<file path="src/rtl/data_ram_pkg.sv">
// Shared types and address-map helpers for the memory-mapped data RAM / pin block.
// Region bases are functions so every user derives them from the same pin counts.
package data_ram_pkg;

  typedef enum logic [1:0] {REG_OUT, REG_LVL, REG_EDG, REG_MEM} region_t;

  function automatic int unsigned lvl_base(int unsigned n_out);
    return n_out;
  endfunction

  function automatic int unsigned edg_base(int unsigned n_out, int unsigned n_in);
    return n_out + n_in;
  endfunction

  function automatic int unsigned mem_base(int unsigned n_out, int unsigned n_in);
    return n_out + 2 * n_in;
  endfunction

  function automatic region_t decode_region(int unsigned address, int unsigned n_out,
                                            int unsigned n_in);
    if (address < lvl_base(n_out)) return REG_OUT;
    if (address < edg_base(n_out, n_in)) return REG_LVL;
    if (address < mem_base(n_out, n_in)) return REG_EDG;
    return REG_MEM;
  endfunction

endpackage

</file>
<file path="src/rtl/data_ram_mmio_if.sv">
// ICU-side data bus of the data RAM: strobes, address and both data directions.
interface data_ram_mmio_if #(
  parameter int unsigned WORD     = 1,
  parameter int unsigned SIZE_LOG = 8
);
  logic                write;
  logic                read;
  logic [SIZE_LOG-1:0] address;
  logic [WORD-1:0]     data_in;
  logic [WORD-1:0]     data_out;

  modport master (output write, read, address, data_in, input data_out);
  modport slave  (input write, read, address, data_in, output data_out);
endinterface

</file>
<file path="src/rtl/input_sync_edge.sv">
// One input pin: synchroniser chain, edge-detect flop and sticky rising-edge flag.
module input_sync_edge #(
  parameter int unsigned SYNC_STAGES = 2
) (
  input  logic clk,
  input  logic reset,
  input  logic pin,
  input  logic clear,
  output logic level,
  output logic flag
);
  logic [SYNC_STAGES-1:0] sync_q;
  logic                   prev_q;
  logic                   flag_q, flag_d;
  logic                   rise;

  assign rise   = sync_q[SYNC_STAGES-1] & ~prev_q;
  // A new edge beats a same-cycle clear so no event is lost.
  assign flag_d = rise | (flag_q & ~clear);

  always_ff @(posedge clk or posedge reset) begin
    if (reset) begin
      sync_q <= '0;
      prev_q <= 1'b0;
      flag_q <= 1'b0;
    end else begin
      sync_q <= {sync_q[SYNC_STAGES-2:0], pin};
      prev_q <= sync_q[SYNC_STAGES-1];
      flag_q <= flag_d;
    end
  end

  assign level = sync_q[SYNC_STAGES-1];
  assign flag  = flag_q;
endmodule

</file>
<file path="src/rtl/data_ram_mmio.sv">
// Data RAM with output pins, synchronised input levels and edge flags in one address space.
// Reads are registered (1-cycle latency); a simultaneous write wins and data_out holds.
module data_ram_mmio
  import data_ram_pkg::*;
#(
  parameter int unsigned WORD        = 1,
  parameter int unsigned SIZE_LOG    = 8,
  parameter int unsigned OUTPUT      = 5,
  parameter int unsigned INPUT       = 5,
  parameter int unsigned SYNC_STAGES = 2
) (
  input  logic                    clk,
  input  logic                    reset,
  data_ram_mmio_if.slave          bus,
  input  logic [INPUT-1:0]        input_pins,
  output logic [OUTPUT-1:0]       output_pins
);
  localparam int unsigned SIZE     = 2 ** SIZE_LOG;
  localparam int unsigned LVL_BASE = lvl_base(OUTPUT);
  localparam int unsigned EDG_BASE = edg_base(OUTPUT, INPUT);

  if (SIZE < OUTPUT + 2 * INPUT) begin : g_size_check
    $error("data_ram_mmio: SIZE too small for OUTPUT + 2*INPUT");
  end
  if (SYNC_STAGES < 2) begin : g_sync_check
    $error("data_ram_mmio: SYNC_STAGES must be >= 2");
  end

  logic            read_en;
  region_t         region;
  logic [WORD-1:0] rdata;
  logic [WORD-1:0] data_out_d, data_out_q;
  logic [OUTPUT-1:0] out_d, out_q;
  logic [INPUT-1:0]  level, flag, flag_clr;
  logic [WORD-1:0]   mem [SIZE];

  assign read_en = bus.read & ~bus.write;
  assign region  = decode_region(32'(bus.address), OUTPUT, INPUT);

  for (genvar i = 0; i < INPUT; i++) begin : g_pin
    // Cleared by a plain read (clear-on-read) or by writing a 1.
    assign flag_clr[i] = (bus.address == SIZE_LOG'(EDG_BASE + i)) &&
                         (read_en || (bus.write && bus.data_in[0]));

    input_sync_edge #(
      .SYNC_STAGES (SYNC_STAGES)
    ) u_sync (
      .clk   (clk),
      .reset (reset),
      .pin   (input_pins[i]),
      .clear (flag_clr[i]),
      .level (level[i]),
      .flag  (flag[i])
    );
  end

  always_comb begin
    out_d = out_q;
    if (bus.write) begin
      for (int unsigned i = 0; i < OUTPUT; i++) begin
        if (bus.address == SIZE_LOG'(i)) out_d[i] = bus.data_in[0];
      end
    end
  end

  always_comb begin
    rdata = '0;
    unique case (region)
      REG_OUT: begin
        for (int unsigned i = 0; i < OUTPUT; i++) begin
          if (bus.address == SIZE_LOG'(i)) rdata[0] = out_q[i];
        end
      end
      REG_LVL: begin
        for (int unsigned i = 0; i < INPUT; i++) begin
          if (bus.address == SIZE_LOG'(LVL_BASE + i)) rdata[0] = level[i];
        end
      end
      REG_EDG: begin
        for (int unsigned i = 0; i < INPUT; i++) begin
          if (bus.address == SIZE_LOG'(EDG_BASE + i)) rdata[0] = flag[i];
        end
      end
      REG_MEM: rdata = mem[bus.address];
    endcase
  end

  assign data_out_d = read_en ? rdata : data_out_q;

  always_ff @(posedge clk or posedge reset) begin
    if (reset) begin
      data_out_q <= '0;
      out_q      <= '0;
    end else begin
      data_out_q <= data_out_d;
      out_q      <= out_d;
    end
  end

  // No reset: contents survive a reset pulse.
  always_ff @(posedge clk) begin
    if (bus.write && region == REG_MEM) mem[bus.address] <= bus.data_in;
  end

  assign bus.data_out = data_out_q;
  assign output_pins  = out_q;
endmodule

</file>
<file path="src/flat_wrapper.sv">
// flat-port wrapper written by rule: the top's interface ports become plain ports
module data_ram_mmio_flat import data_ram_pkg::*;
#(
  parameter int unsigned WORD        = 1,
  parameter int unsigned SIZE_LOG    = 8,
  parameter int unsigned OUTPUT      = 5,
  parameter int unsigned INPUT       = 5,
  parameter int unsigned SYNC_STAGES = 2
)
  (clk, reset, input_pins, output_pins, bus_write, bus_read, bus_address, bus_data_in, bus_data_out);
  data_ram_mmio_if #(.WORD(WORD), .SIZE_LOG(SIZE_LOG)) bus_i ();
  input  logic clk;
  input  logic reset;
  input  logic [INPUT-1:0] input_pins;
  output logic [OUTPUT-1:0] output_pins;
  input wire logic [$bits(bus_i.write)-1:0] bus_write;
  input wire logic [$bits(bus_i.read)-1:0] bus_read;
  input wire logic [$bits(bus_i.address)-1:0] bus_address;
  input wire logic [$bits(bus_i.data_in)-1:0] bus_data_in;
  output wire logic [$bits(bus_i.data_out)-1:0] bus_data_out;
  assign bus_i.write = bus_write;
  assign bus_i.read = bus_read;
  assign bus_i.address = bus_address;
  assign bus_i.data_in = bus_data_in;
  assign bus_data_out = bus_i.data_out;
  data_ram_mmio #(.WORD(WORD), .SIZE_LOG(SIZE_LOG), .OUTPUT(OUTPUT), .INPUT(INPUT), .SYNC_STAGES(SYNC_STAGES)) u_core (.clk(clk), .reset(reset), .bus(bus_i), .input_pins(input_pins), .output_pins(output_pins));
endmodule
</file>
<file path="config.mk">
export PLATFORM = sky130hd
export DESIGN_NAME = data_ram_mmio_flat
export DESIGN_NICKNAME = d
export VERILOG_FILES = /design/src/rtl/data_ram_pkg.sv /design/src/rtl/data_ram_mmio_if.sv /design/src/rtl/input_sync_edge.sv /design/src/rtl/data_ram_mmio.sv /design/src/flat_wrapper.sv
export SDC_FILE = /design/constraint.sdc
export NUM_CORES = 1
export LEC_CHECK = 0
export CAP_MARGIN = 20
export CORE_ASPECT_RATIO = 1.4
export CORE_UTILIZATION = 62
export CTS_CLUSTER_DIAMETER = 100
export CTS_CLUSTER_SIZE = 25
export DETAILED_ROUTE_END_ITERATION = 10
export PLACE_DENSITY_LB_ADDON = 0.2
export SYNTH_ARGS = -nofsm -noshare
export SYNTH_HDL_FRONTEND = slang
export SYNTH_SLANG_ARGS = --single-unit
</file>
<file path="constraint.sdc">
create_clock -name clk -period 3.2 [get_ports clk]
set_clock_uncertainty 0.15 [all_clocks]
set_input_delay 0.96 -clock clk [delete_from_list [all_inputs] [get_ports clk]]
set_output_delay 0.96 -clock clk [all_outputs]
set_load 0.05 [all_outputs]
</file>
; Word level (Yosys, flattened, before mapping)
; Memory sizes are Yosys's and may differ from the RTL's.
; Index checks and enable logic that the tools add are counted.
[totals]
register_bits = 26
ram_bits = 256
elab_cells = 114
n_memories = 1
[memory_table]
columns = name, depth, word_bits, rd, rd_ports_with_merged_regs, wr, line_no
row1 = u_core.mem, 256, 1, 1, 0, 1, data_ram_mmio.sv:35  ; logic [WORD-1:0] mem [SIZE];
[op_classes]
order_cmp = 3
eq_ne = 17
mux = 30
bitwise = 27
reduce_logical = 15
[op_table]
columns = op, n
row1 = $eq 8x4->1 const B, 7
row2 = $eq 8x3->1 const B, 4
row3 = $mux 1, 23
row4 = $eq 8x2->1 const B, 2
row5 = $lt 8x4->1 const B, 2
row6 = $mux 2, 6
row7 = $and 1x1->1, 11
row8 = $not 1->1, 11
row9 = $reduce_and 2->1, 5
row10 = $eq 8x1->1 const B, 1
row11 = $logic_not 8->1, 1
row12 = $lt 8x3->1 const B, 1
row13 = $logic_and 1x1->1, 7
row14 = $or 1x1->1, 5
row15 = $eq 2x2->1 const B, 2
row16 = $pmux 1 s4, 1
row17 = $eq 2x1->1 const B, 1
row18 = $logic_not 2->1, 1
row19 = $logic_or 1x1->1, 1

; Depth between registers and ports, before layout
[logic_depth]
ltp_word = 12
depth_mapped = 12
depth_no_buf = 7

; Hierarchy
; Synthesis repeated with hierarchy kept, for this count alone.
[hier_totals]
cells_unflattened = 891
area_unflattened_um2 = 12494.5
[by_module_without_submodules]
columns = mod, n_inst, cells_each, area_per_inst_um2, seq_area_each_um2
row1 = data_ram_mmio, 1, 851, 11875.1, 7837.5
row2 = input_sync_edge, 5, 8, 123.9, 100.1

; Worst setup path before layout
; OpenSTA, ideal clock, no wires.
[synth_path]
kind = in2reg
from = input bus_address[0]
to = register u_core.data_out_q, in the netlist u_core.bus.data_out
setup_time_ns = 0.120
t_arrival_ns = 2.879
required_time_ns = 2.930
slack_ns = 0.051
stages = 8
path_buffers = 2
path_cell_list = buf_6 > buf_12 > mux4_2 > mux4_2 > nand4b_1 > nand3_1 > a311o_1 > a31o_1
[synth_via]
elab_chain_cells = 9
elab_cells_between_ends = 50
cone_classes = order compare: 3 / eq/ne: 17 / mux: 27 / reduce/logical: 2 / memory: 1
[synth_rtl]
columns = element, line_no
row1 = start: declaration, flat_wrapper.sv:18  ; input wire logic [$bits(bus_i.address)-1:0] bus_address;
row2 = $lt 8x4->1, data_ram_pkg.sv:23  ; if (address < mem_base(n_out, n_in)) return REG_EDG;
row3 = $mux 1 (2 in series), data_ram_pkg.sv:23
row4 = $mux 1, data_ram_pkg.sv:22  ; if (address < edg_base(n_out, n_in)) return REG_LVL;
row5 = $mux 2, data_ram_pkg.sv:24  ; return REG_MEM;
row6 = $mux 2, data_ram_pkg.sv:23
row7 = $mux 2, data_ram_pkg.sv:22
row8 = "$eq 2x2->1, or another cell as far along", data_ram_mmio.sv:68  ; unique case (region)
row9 = $pmux 1 s4 *, data_ram_mmio.sv:68
row10 = end signal: assignment, data_ram_mmio.sv:95  ; data_out_q <= data_out_d;
row11 = end: declaration, data_ram_mmio.sv:32  ; logic [WORD-1:0] data_out_d, data_out_q;
; Mark *: on every way between the ends. The rest lies on a longest branch, timed or not. The select of a mux whose other input is x is not followed.
; A chain may end at the register's enable or synchronous reset.

; Worst setup path after layout
; Same ends and word-level chain as after synthesis.

==> results.yml <==
sta:
  rsz0062_at_grt: "no"
  maxSlewViolCount: 0
  tightestPinTransition_ns: 0.5979
  relSlewSlack: 0.6014
  postLayoutSetupSlackWorst_ns: 0.09255
  fmax_ghz: 0.3218
  min_period_ns: 3.107
  finalSetupViolCount: 0
  hold_ws_ns: 0.2039
  fin_crit_sh: 0.9711
  timing.final.hold_violations: 0
power:
  power_frac_comb: 0.083
  leakagePower_nw: 4.550
  irDropWorstVdd_mv: 0.3533
  p_sw_frac: 0.2176
  power.internal_mw: 5.169
  p_seq_frac: 0.616
  switchingPower_mw: 1.438
  p_clk_frac: 0.301
  power_density_nw_per_um2: 476.0
  p_total_mw: 6.607
floorplan:
  start_util: 0.6330
  fp.dieW_um: 120.6
  die_h_um: 168.1
  dieArea_um2: 20270
  num_rows: 60
  coreArea_um2: 19290
  io-pin-count: 24
finish:
  antennaDiodeCount: 0
  layout.nets: 971
  fill_cells: 1218
  area_delta_synth_final_pct: 13.66
  drive_gt1_frac: 0.2132
  final_util: 0.7195
hold_path:
  min_path_cells: 0
  worstHoldStart: "u_core.g_pin[3].u_sync.sync_q[0]"
  hold_end: "u_core.g_pin[3].u_sync.sync_q[1]"
  hold_class: "reg -> reg"
yosys:
  synth_cell_type_count: 49
  synth_top_cell_by_area: "edfxtp_1"
  synth_top_cell_area_share: 0.6294
  ys_warn_count: 0
  syn_inst: 849
  ys_seq_area_frac: 0.6827
  synth.most_common_cell: "edfxtp_1"
  synth_common_cells: "edfxtp_1 (256), nor2_1 (254), mux4_2 (63)"
  postSynth.asyncResetShare: 0.09220
  syn_avg_cell_area_um2: 14.39
  synthesis.area_um2: 12210
  synth_top_flop_cell: "edfxtp_1"
  yosys-top-cells-area: "edfxtp_1 (63%), mux4_2 (12%), nor2_1 (7.8%)"
  synth.ff_latch_count: 282
  synth-edff-count: 256
drt:
  avgRoutedWirePerCell_um: 23.79
  via_count: 7616
  ant_nets: 0
  vias_per_cell: 6.320
  drcViolationCount: 0
  wl_um: 28670
  initialDrtViolationCount: 914
  first_pass_iters: 7
critical_path:
  reg2reg_depth: 7
  r2r_slack_ns: 0.68
  cp-startpoint: "bus_address[0]"
  arrival_ns: 3.35
  crit_type: "in -> reg"
  worst_ep_required_time_ns: 3.44
  crit_fanout: 19
  r2r-end: "u_core.bus.data_out"
  worstReg2RegStart: "u_core.mem[37]"
  worstSetupEndpointType: "flip-flop"
  start_kind: "input pin"
clock_tree:
  clk_pin_slew_ns: 0.10
  cts_root_buf: "clkbuf_16"
  clockBufferDepth: 3
  cts_max_level: 1
  cts_tree: "yes"
  clkSinkCount: 282
  cts-resized-gates: 0
  ctsHoldBuffers: 0
  clock_latency_ns: 0.48
  cts-buffers-inserted: 15
  post-cts-setup-buffers: 0
global_route:
  grt_max_degree: 161
  first_global_vias: 7920
  grt.total_usage: 0.2937
  antenna_found_initial: 0
  grt_remaining_overflow: 0
  grt_pass1_wl_um: 43700
run_status:
  status: "finished clean"
placed_design:
  numPortBuffers: 23
  post-place-ws_ns: -0.4217
  finalWeightedCongestion: 0.8376
  hpwlAfterDp_um: 19320
flow_run:
  cap_viol_max_count: 0
==> how the worst max path moves through the flow <==
| stage | endpoint | slack [ns] |
|---|---|---|
| 2_1_floorplan | u_core.bus.data_out | 0.05 |
| 3_3_place_gp | u_core.bus.data_out | -0.36 |
| 3_5_place_dp | u_core.bus.data_out | -0.42 |
| 4_1_cts | u_core.bus.data_out | 0.10 |
| 5_1_grt | u_core.bus.data_out | 0.04 |
| 6_report | u_core.bus.data_out | 0.09 |
==> area by class of cell <==
type                       count  area (µm²)  area share
timing repair buffer         134        1202     0.08662
sequential                   282        8338      0.6007
inverter                      15       56.30    0.004056
multi-input combinational    505        3560      0.2564
clock buffer                  20       394.1     0.02839
tap                          248       310.3     0.02235
clock inverter                 1       20.02    0.001442
==> power groups by stage <==
stage                     registers [mW]  clock network (mW)  logic [mW]
after floorplan                     4.16                   0       0.277
after global placement              4.15                   0       0.529
after detailed placement            4.15                   0       0.540
after CTS                           4.07                2.02       0.543
after global routing                4.07                2.13       0.579
final                               4.07                1.99       0.547
==> flip-flops by register name, indices dropped and copies added, names as in the netlist <==
signal	count
u_core.bus.data_out	1
u_core.g_pin.u_sync.flag	5
u_core.g_pin.u_sync.prev_q	5
u_core.g_pin.u_sync.sync_q	10
u_core.mem	256
u_core.output_pins	5
==> cell usage in the layout (no fill, tap or decap), drive strengths merged, types with 13 or more instances in the layout <==
cell type and count:
buf 115, clkbuf 20, clkdlybuf4s50 19, conb 15
dfrtp 26, edfxtp 256, inv 16, mux2i 17
mux4 66, nand2 48, nand3 13, nor2 254
o21ai 15
==> stage by stage <==
stage	instance area [µm²]	std cells	TNS, ns
detailed placement	13470	1184	-9.675
global placement	13470	1184	-5.056
finish	13880	1205	0
CTS	13880	1205	0
floorplan	12270	863	0
global route	13880	1205	0
==> critical path: stages <==
cell and delay [ns]:
buf_4 0.33, buf_12 0.21, buf_4 0.21, mux4_2 0.52, nor3_1 0.21, nor4_1 0.10, nand4_1 0.12, a31oi_1 0.15
a311o_1 0.31, a31o_1 0.22
==> cell families (layout without fill, tap and decap cells) <==
logic type      Yosys count  in the layout  share of synthesized area
buf+inv                  76            170                    0.03012
mux                      89             89                     0.1421
compound gates           47             47                    0.02643
fa+ha+maj                 1              1                  0.0008196
other cells               1             15                  0.0003071
flops                   282            282                     0.6827
simple gates            353            353                     0.1175
==> layer usage <==
layer | GRT usage | vias up | part of all wire
met2 | 0.5235 | 348 | 0.54
met1 | 0.3672 | 3900 | 0.36
met4 | 0.1090 | 0 | 0.031
li1 | - | 3306 | -
met5 | 0 | - | 0
met3 | 0.03692 | 62 | 0.073
Note: power is estimated with default switching activity, not from simulation.
